==> src/rtl/pc_ras_unit.sv <==
// pc_ras_unit -- program counter with next-PC selection and an optional
// circular return-address stack (RAS).
//
// Build option: define PC_RAS_UNIT_RAS_EN to include the return-address stack.
// Without it, CALL behaves as JUMP, RET behaves as JREG, and all RAS outputs
// are tied to their empty/idle values.
//
// Parameters:
//   WIDTH     PC/target width (28..64)
//   RESET_PC  PC loaded on reset (truncated or zero-extended to WIDTH)
//   RAS_DEPTH return-address-stack entries (2..16)
//
// Ports:
//   clk          rising-edge clock
//   reset        synchronous, active-low reset
//   en           update enable for the PC and RAS (0 = stall)
//   pc_src       next-PC mode: 0 SEQ, 1 BEQ, 2 BNE, 3 JUMP, 4 CALL, 5 JREG,
//                6 RET, 7 reserved (treated as SEQ)
//   zero         ALU equality flag used by BEQ/BNE
//   instr_index  26-bit jump index; bits [15:0] double as the branch offset
//   reg_target   GPR value used by JREG/RET
//   pc           current PC (registered)
//   npc          next PC (combinational)
//   pc4          pc + 4
//   ras_top      top RAS entry (0 when the stack is empty)
//   ras_count    number of valid RAS entries
//   ras_empty    ras_count == 0
//   ras_full     ras_count == RAS_DEPTH
//   ras_overflow sticky flag: a CALL arrived while the stack was full
//   ret_mismatch one-cycle pulse after a RET whose target differs from ras_top
module pc_ras_unit #(
  parameter int unsigned  WIDTH     = 32,
  parameter logic [63:0]  RESET_PC  = 64'h0000_3000,
  parameter int unsigned  RAS_DEPTH = 4
) (
  input  logic             clk,
  input  logic             reset,
  input  logic             en,
  input  logic [2:0]       pc_src,
  input  logic             zero,
  input  logic [25:0]      instr_index,
  input  logic [WIDTH-1:0] reg_target,
  output logic [WIDTH-1:0] pc,
  output logic [WIDTH-1:0] npc,
  output logic [WIDTH-1:0] pc4,
  output logic [WIDTH-1:0] ras_top,
  output logic [4:0]       ras_count,
  output logic             ras_empty,
  output logic             ras_full,
  output logic             ras_overflow,
  output logic             ret_mismatch
);

  typedef enum logic [2:0] {
    SRC_SEQ  = 3'd0,
    SRC_BEQ  = 3'd1,
    SRC_BNE  = 3'd2,
    SRC_JUMP = 3'd3,
    SRC_CALL = 3'd4,
    SRC_JREG = 3'd5,
    SRC_RET  = 3'd6,
    SRC_RSVD = 3'd7
  } pc_src_e;

  localparam logic [WIDTH-1:0] RESET_PC_W = RESET_PC[WIDTH-1:0];

  // Reject illegal configurations at elaboration time.
  if (WIDTH < 28 || WIDTH > 64) begin : g_bad_width
    $error("pc_ras_unit: WIDTH must be in 28..64");
  end
  if (RAS_DEPTH < 2 || RAS_DEPTH > 16) begin : g_bad_depth
    $error("pc_ras_unit: RAS_DEPTH must be in 2..16");
  end

  pc_src_e          mode;
  logic [WIDTH-1:0] branch_offset;
  logic [WIDTH-1:0] branch_target;
  logic [WIDTH-1:0] jump_target;

  assign mode = pc_src_e'(pc_src);
  assign pc4  = pc + WIDTH'(4);

  // Word offset: sign-extend the 16-bit field and scale by 4; wraps modulo 2^WIDTH.
  assign branch_offset = {{(WIDTH-18){instr_index[15]}}, instr_index[15:0], 2'b00};
  assign branch_target = pc4 + branch_offset;

  // With WIDTH == 28 there are no upper PC bits to keep.
  if (WIDTH > 28) begin : g_jump_upper
    assign jump_target = {pc[WIDTH-1:28], instr_index, 2'b00};
  end else begin : g_jump_flat
    assign jump_target = {instr_index, 2'b00};
  end

  // Next-PC selection. The RAS never overrides the architectural RET target.
  always_comb begin
    npc = pc4;
    case (mode)
      SRC_BEQ:            npc = zero ? branch_target : pc4;
      SRC_BNE:            npc = zero ? pc4 : branch_target;
      SRC_JUMP, SRC_CALL: npc = jump_target;
      SRC_JREG, SRC_RET:  npc = reg_target;
      default:            npc = pc4;
    endcase
  end

  // PC register: reset wins, otherwise advance only when enabled.
  always_ff @(posedge clk) begin
    if (!reset) begin
      pc <= RESET_PC_W;
    end else if (en) begin
      pc <= npc;
    end
  end

`ifdef PC_RAS_UNIT_RAS_EN
  localparam int unsigned PTR_W = $clog2(RAS_DEPTH);

  logic [WIDTH-1:0] ras_mem [RAS_DEPTH];
  logic [PTR_W-1:0] sp;
  logic [PTR_W-1:0] sp_inc;
  logic [PTR_W-1:0] sp_dec;
  logic             do_push;
  logic             do_pop;

  // sp is the next write slot; once full it points at the oldest entry,
  // so a push there overwrites it and keeps the ring consistent.
  assign sp_inc = (sp == PTR_W'(RAS_DEPTH - 1)) ? '0 : sp + PTR_W'(1);
  assign sp_dec = (sp == '0) ? PTR_W'(RAS_DEPTH - 1) : sp - PTR_W'(1);

  assign ras_empty = (ras_count == 5'd0);
  assign ras_full  = (ras_count == 5'(RAS_DEPTH));
  assign ras_top   = ras_empty ? '0 : ras_mem[sp_dec];

  assign do_push = en && (mode == SRC_CALL);
  assign do_pop  = en && (mode == SRC_RET) && !ras_empty;

  // Stack state: reset clears everything and discards any same-cycle push/pop.
  always_ff @(posedge clk) begin
    if (!reset) begin
      sp           <= '0;
      ras_count    <= 5'd0;
      ras_overflow <= 1'b0;
      ret_mismatch <= 1'b0;
      for (int i = 0; i < int'(RAS_DEPTH); i++) begin
        ras_mem[i] <= '0;
      end
    end else begin
      ret_mismatch <= 1'b0;
      if (do_push) begin
        ras_mem[sp] <= pc4;
        sp          <= sp_inc;
        if (ras_full) begin
          ras_overflow <= 1'b1;
        end else begin
          ras_count <= ras_count + 5'd1;
        end
      end else if (do_pop) begin
        sp           <= sp_dec;
        ras_count    <= ras_count - 5'd1;
        ret_mismatch <= (ras_top != reg_target);
      end
    end
  end
`else
  assign ras_top      = '0;
  assign ras_count    = 5'd0;
  assign ras_empty    = 1'b1;
  assign ras_full     = 1'b0;
  assign ras_overflow = 1'b0;
  assign ret_mismatch = 1'b0;
`endif

endmodule

==> config.mk <==
export PLATFORM = sky130hd
export DESIGN_NAME = pc_ras_unit
export DESIGN_NICKNAME = d
export VERILOG_FILES = /design/src/rtl/pc_ras_unit.sv
export SDC_FILE = /design/constraint.sdc
export NUM_CORES = 1
export LEC_CHECK = 0
export ABC_AREA = 1
export BUFFER_PORTS_ARGS = -buffer_cell sky130_fd_sc_hd__buf_4
export CAP_MARGIN = 0
export CORE_UTILIZATION = 40
export DETAILED_ROUTE_END_ITERATION = 12
export PLACE_DENSITY_LB_ADDON = 0.25
export RECOVER_POWER = 25
export SETUP_SLACK_MARGIN = 0.15
export SLEW_MARGIN = 20
export SYNTH_ARGS = -nofsm -noshare
export SYNTH_HDL_FRONTEND = slang
export SYNTH_SLANG_ARGS = --single-unit
==> constraint.sdc <==
create_clock -name clk -period 2.7 [get_ports clk]
set_clock_uncertainty 0.1 [all_clocks]
set_input_delay 0.27 -clock clk [delete_from_list [all_inputs] [get_ports clk]]
set_output_delay 0.27 -clock clk [all_outputs]
set_load 0.005 [all_outputs]
==> flow_metrics.tcl <==
set metrics [dict create \
    status "complete, but fails checks" \
    violations "negative setup slack" \
    gp_congestion 0.989 \
    grt_pass1_vias 7548 \
    cp-start-kind "flip-flop" \
    startpoint "pc[12]" \
    grt_max_degree 33 \
    avgSynthCellArea_um2 5.50 \
    clkSinkCount 32 \
    grt_first_pass_wirelength_mm 39.4 \
    drt_iter0_markers 983 \
    critPathTopFamily "simple AND/OR/NAND/NOR gates" \
    overflow 0 \
    crit_fanout 4 \
    fin_crit_ns 3.72 \
    rows 42 \
    dieArea_um2 14400 \
    coreArea_um2 13400 \
    drc 0 \
    vdd_drop_max_v 0.000481 \
    crit_buf_inv 4 \
    setup_violations 55 \
    fp.dieW_um 120 \
    final_area_um2 11100 \
    powerDensity_nw_per_um2 375 \
    synth_cell_type_count 41 \
    holdWs_ns 0.180 \
    ios 202 \
    period_share_pct 138 \
    clock_latency_ns 0.29 \
    regMostFlops "pc" \
    hpwl_mm 19.7 \
    clk_path_buf_depth 2 \
    drtPass1Iterations 7 \
    worstReg2RegStart "pc[12]" \
    fill_cells 801 \
    top_regs "pc (32)" \
    whs_path_depth 3 \
    antenna_found_initial 0 \
    rsz0062_at_grt "true" \
    wl_mm 31.5 \
    crit_required_ns 2.33 \
    nNetsFinal 1484 \
    max_freq_mhz 268 \
    cp_slowest_cell "dfxtp_4" \
    yosys_warnings 0 \
    num_antenna_cells 0 \
    dieHeight_um 120 \
    numCtsBuffers 5 \
    critical_path_depth 19 \
    start_util_pct 41.6 \
    critPathCaptureType "output port" \
    worst-r2r-cell-count 24 \
    largest_reg_flops 32 \
    yosysSeqAreaShare_pct 11.5 \
    vias 8835 \
    grt_use_total_pct 35.5 \
    cp_cell_sequence "nand2_2, nor2_2, buf_4, nand2_1, nor3_4, xor2_1, inv_1, ha_4, nand2_4, buf_4, nor2_4, nand2_1, nor2_1, nand2_1, nand3_1, nand2_1, nand3_1, nand3_2, buf_4" \
    ys_seq_elements 32 \
    area_growth_pct 98.4 \
    ff2ff_setup_slack_ns -0.88 \
    viasPerCell 5.66 \
    leakage_nw 5.70 \
    synth_top_flop_cell "dfxtp_1" \
    fin_ws_ns -1.02 \
    layout-drive-gt1-share_pct 56.3 \
    io_buffers 160 \
    max_stage_delay_ns 0.38 \
    htreeDepth 2 \
    synthCells 1013 \
    arrival_ns 3.35 \
    wl_per_cell_um 20.2 \
    root_buffer "clkbuf_16" \
    placed_cell_area_um2 8250 \
    cp_common_cell "nand2_1" \
    max_slew_margin_pct 65.9 \
    syn_area_um2 5580 \
    tightest_slew_ns 0.511 \
    crit_end "npc[27]" \
    hold_viol 0 \
    holdCritPathClass "in -> reg" \
    synth-edff-count 0 \
    tritoncts "done" \
    clk_pin_slew_worst_paths_ns 0.05 \
    cts.hold.buffers_added 0 \
    path_class "reg -> out" \
    async_flop_share_pct 0 \
    drv_slew 0 \
    drv_cap 0 \
    ant_nets 0 \
    r2r_end "pc[31]" \
]
==> report_power, final <==
group          total, mW  leakage (nW)  switching [mW]  internal, mW
clock              0.546        0.0679           0.206         0.340
sequential         0.583         0.272          0.0591         0.524
combinational       3.01          5.36            1.62          1.39
==> tightest hold or removal path: cells and delay by family <==
family / cells / cell delay [ns]
AO/OA/AOI/OAI: 2 / 0.13
buffers and inverters: 1 / 0.12
==> worst min-delay path by stage <==
| stage | from | slack, ns | to |
|---|---|---|---|
| final | reset | 0.18 | pc[21] |
| after global routing | reset | 0.19 | pc[21] |
| after CTS | reset | 0.15 | pc[20] |
| after detailed placement | reset | 0.45 | pc[21] |
| after global placement | reset | 0.45 | pc[20] |
| after floorplan | reset | 0.31 | pc[20] |
==> cell usage in the layout, fill, tap and decap left out, types with 5 or more instances in the layout <==
cell type	instances
o21ai_2	15
o21ai_0	22
nand4_1	31
nand2_2	69
o2111ai_4	6
inv_1	159
conb_1	41
clkbuf_4	6
nand3_4	14
dfxtp_1	14
clkbuf_16	5
a21oi_4	12
buf_6	52
nor2_2	12
a21oi_1	29
buf_4	327
nand2_4	42
xor2_1	9
o21ai_4	5
xor2_4	7
dfxtp_2	12
a21oi_2	19
nor2_4	38
ha_4	31
nand2_1	148
nand3_1	53
o22ai_1	8
inv_2	35
xor2_2	6
nand3b_1	6
o21ai_1	20
nor2_1	47
nand3_2	31
dfxtp_4	6
==> cells in the mapped netlist, types with 2 or more instances <==
cell type	instances	area (µm²)
conb_1	2	7.51
o2111ai_1	6	52.6
nand4_1	31	194
clkbuf_1	16	60.1
o22ai_1	8	50.1
nand3b_1	6	45.0
nand2_4	2	22.5
xnor2_1	2	17.5
o21ai_1	16	80.1
dfxtp_1	32	641
nand3_1	93	465
nor2_2	4	25.0
nand3_2	4	40.0
buf_4	45	338
o21ai_0	46	230
inv_2	3	11.3
nor2_1	91	342
buf_2	5	25.0
a21oi_1	59	295
nand2_1	255	957
inv_1	193	724
nor3_2	2	20.0
a21o_1	4	30.0
nand2_2	5	31.3
and2_1	3	18.8
xor2_1	21	184
nor4_1	2	12.5
ha_1	35	438
nor2_4	2	22.5
o21bai_1	4	30.0
nor3_1	6	30.0
==> final cells by class <==
cell class | count | area (µm²) | area share [%]
Multi-Input combinational cell | 757 | 6120 | 55.3
Timing Repair Buffer | 391 | 3170 | 28.6
Inverter | 196 | 741 | 6.70
Sequential cell | 32 | 678 | 6.13
Tap cell | 176 | 220 | 1.99
Clock buffer | 7 | 133 | 1.20
Clock inverter | 1 | 5.00 | 0.0452
==> what timing repair did <==
item	in CTS	in global routing
setup endpoints to repair	55	55
buffers inserted	34	29
hold endpoints to repair	0	0
pin swaps	100	124
gates resized for setup	285	224
==> routing by layer <==
layer | wire length, µm | part of all wire, % | vias to the layer above | GRT usage [%]
li1 | - | - | 3881 | -
met1 | 11800 | 37 | 4115 | 45.8
met2 | 14700 | 47 | 656 | 58.6
met3 | 2900 | 9.2 | 183 | 5.42
met4 | 2120 | 6.7 | 0 | 14.8
met5 | 0 | 0 | - | 0
==> per-stage QoR <==
stage               std cells  setup WS (ns)  total power, mW  setup TNS (ns)  utilization [%]
detailed placement       1489         -0.605             2.51          -19.52             61.6
global route             1560          -1.10             4.30          -40.54             82.5
CTS                      1531         -0.647             3.55          -19.43             73.7
finish                   1560          -1.02             4.14          -34.05             82.5
global placement         1489         -0.609             2.50          -18.79             61.6
floorplan                1052      -0.000599             1.54       -0.000599                -
==> kinds of logic (layout without fill, tap and decap cells) <==
logic type	count (synthesis)	in the layout	share of synthesized area, %
and+or+nand+nor	511	511	41.1
xor gates and xnor gates	24	24	3.91
DFF	32	32	11.5
other	2	41	0.135
AOI/OAI and AO/OA	145	145	14.2
buffers and inverters	263	595	21.0
adders and majority gates	36	36	8.21
Power figures use the tool's default switching activity.
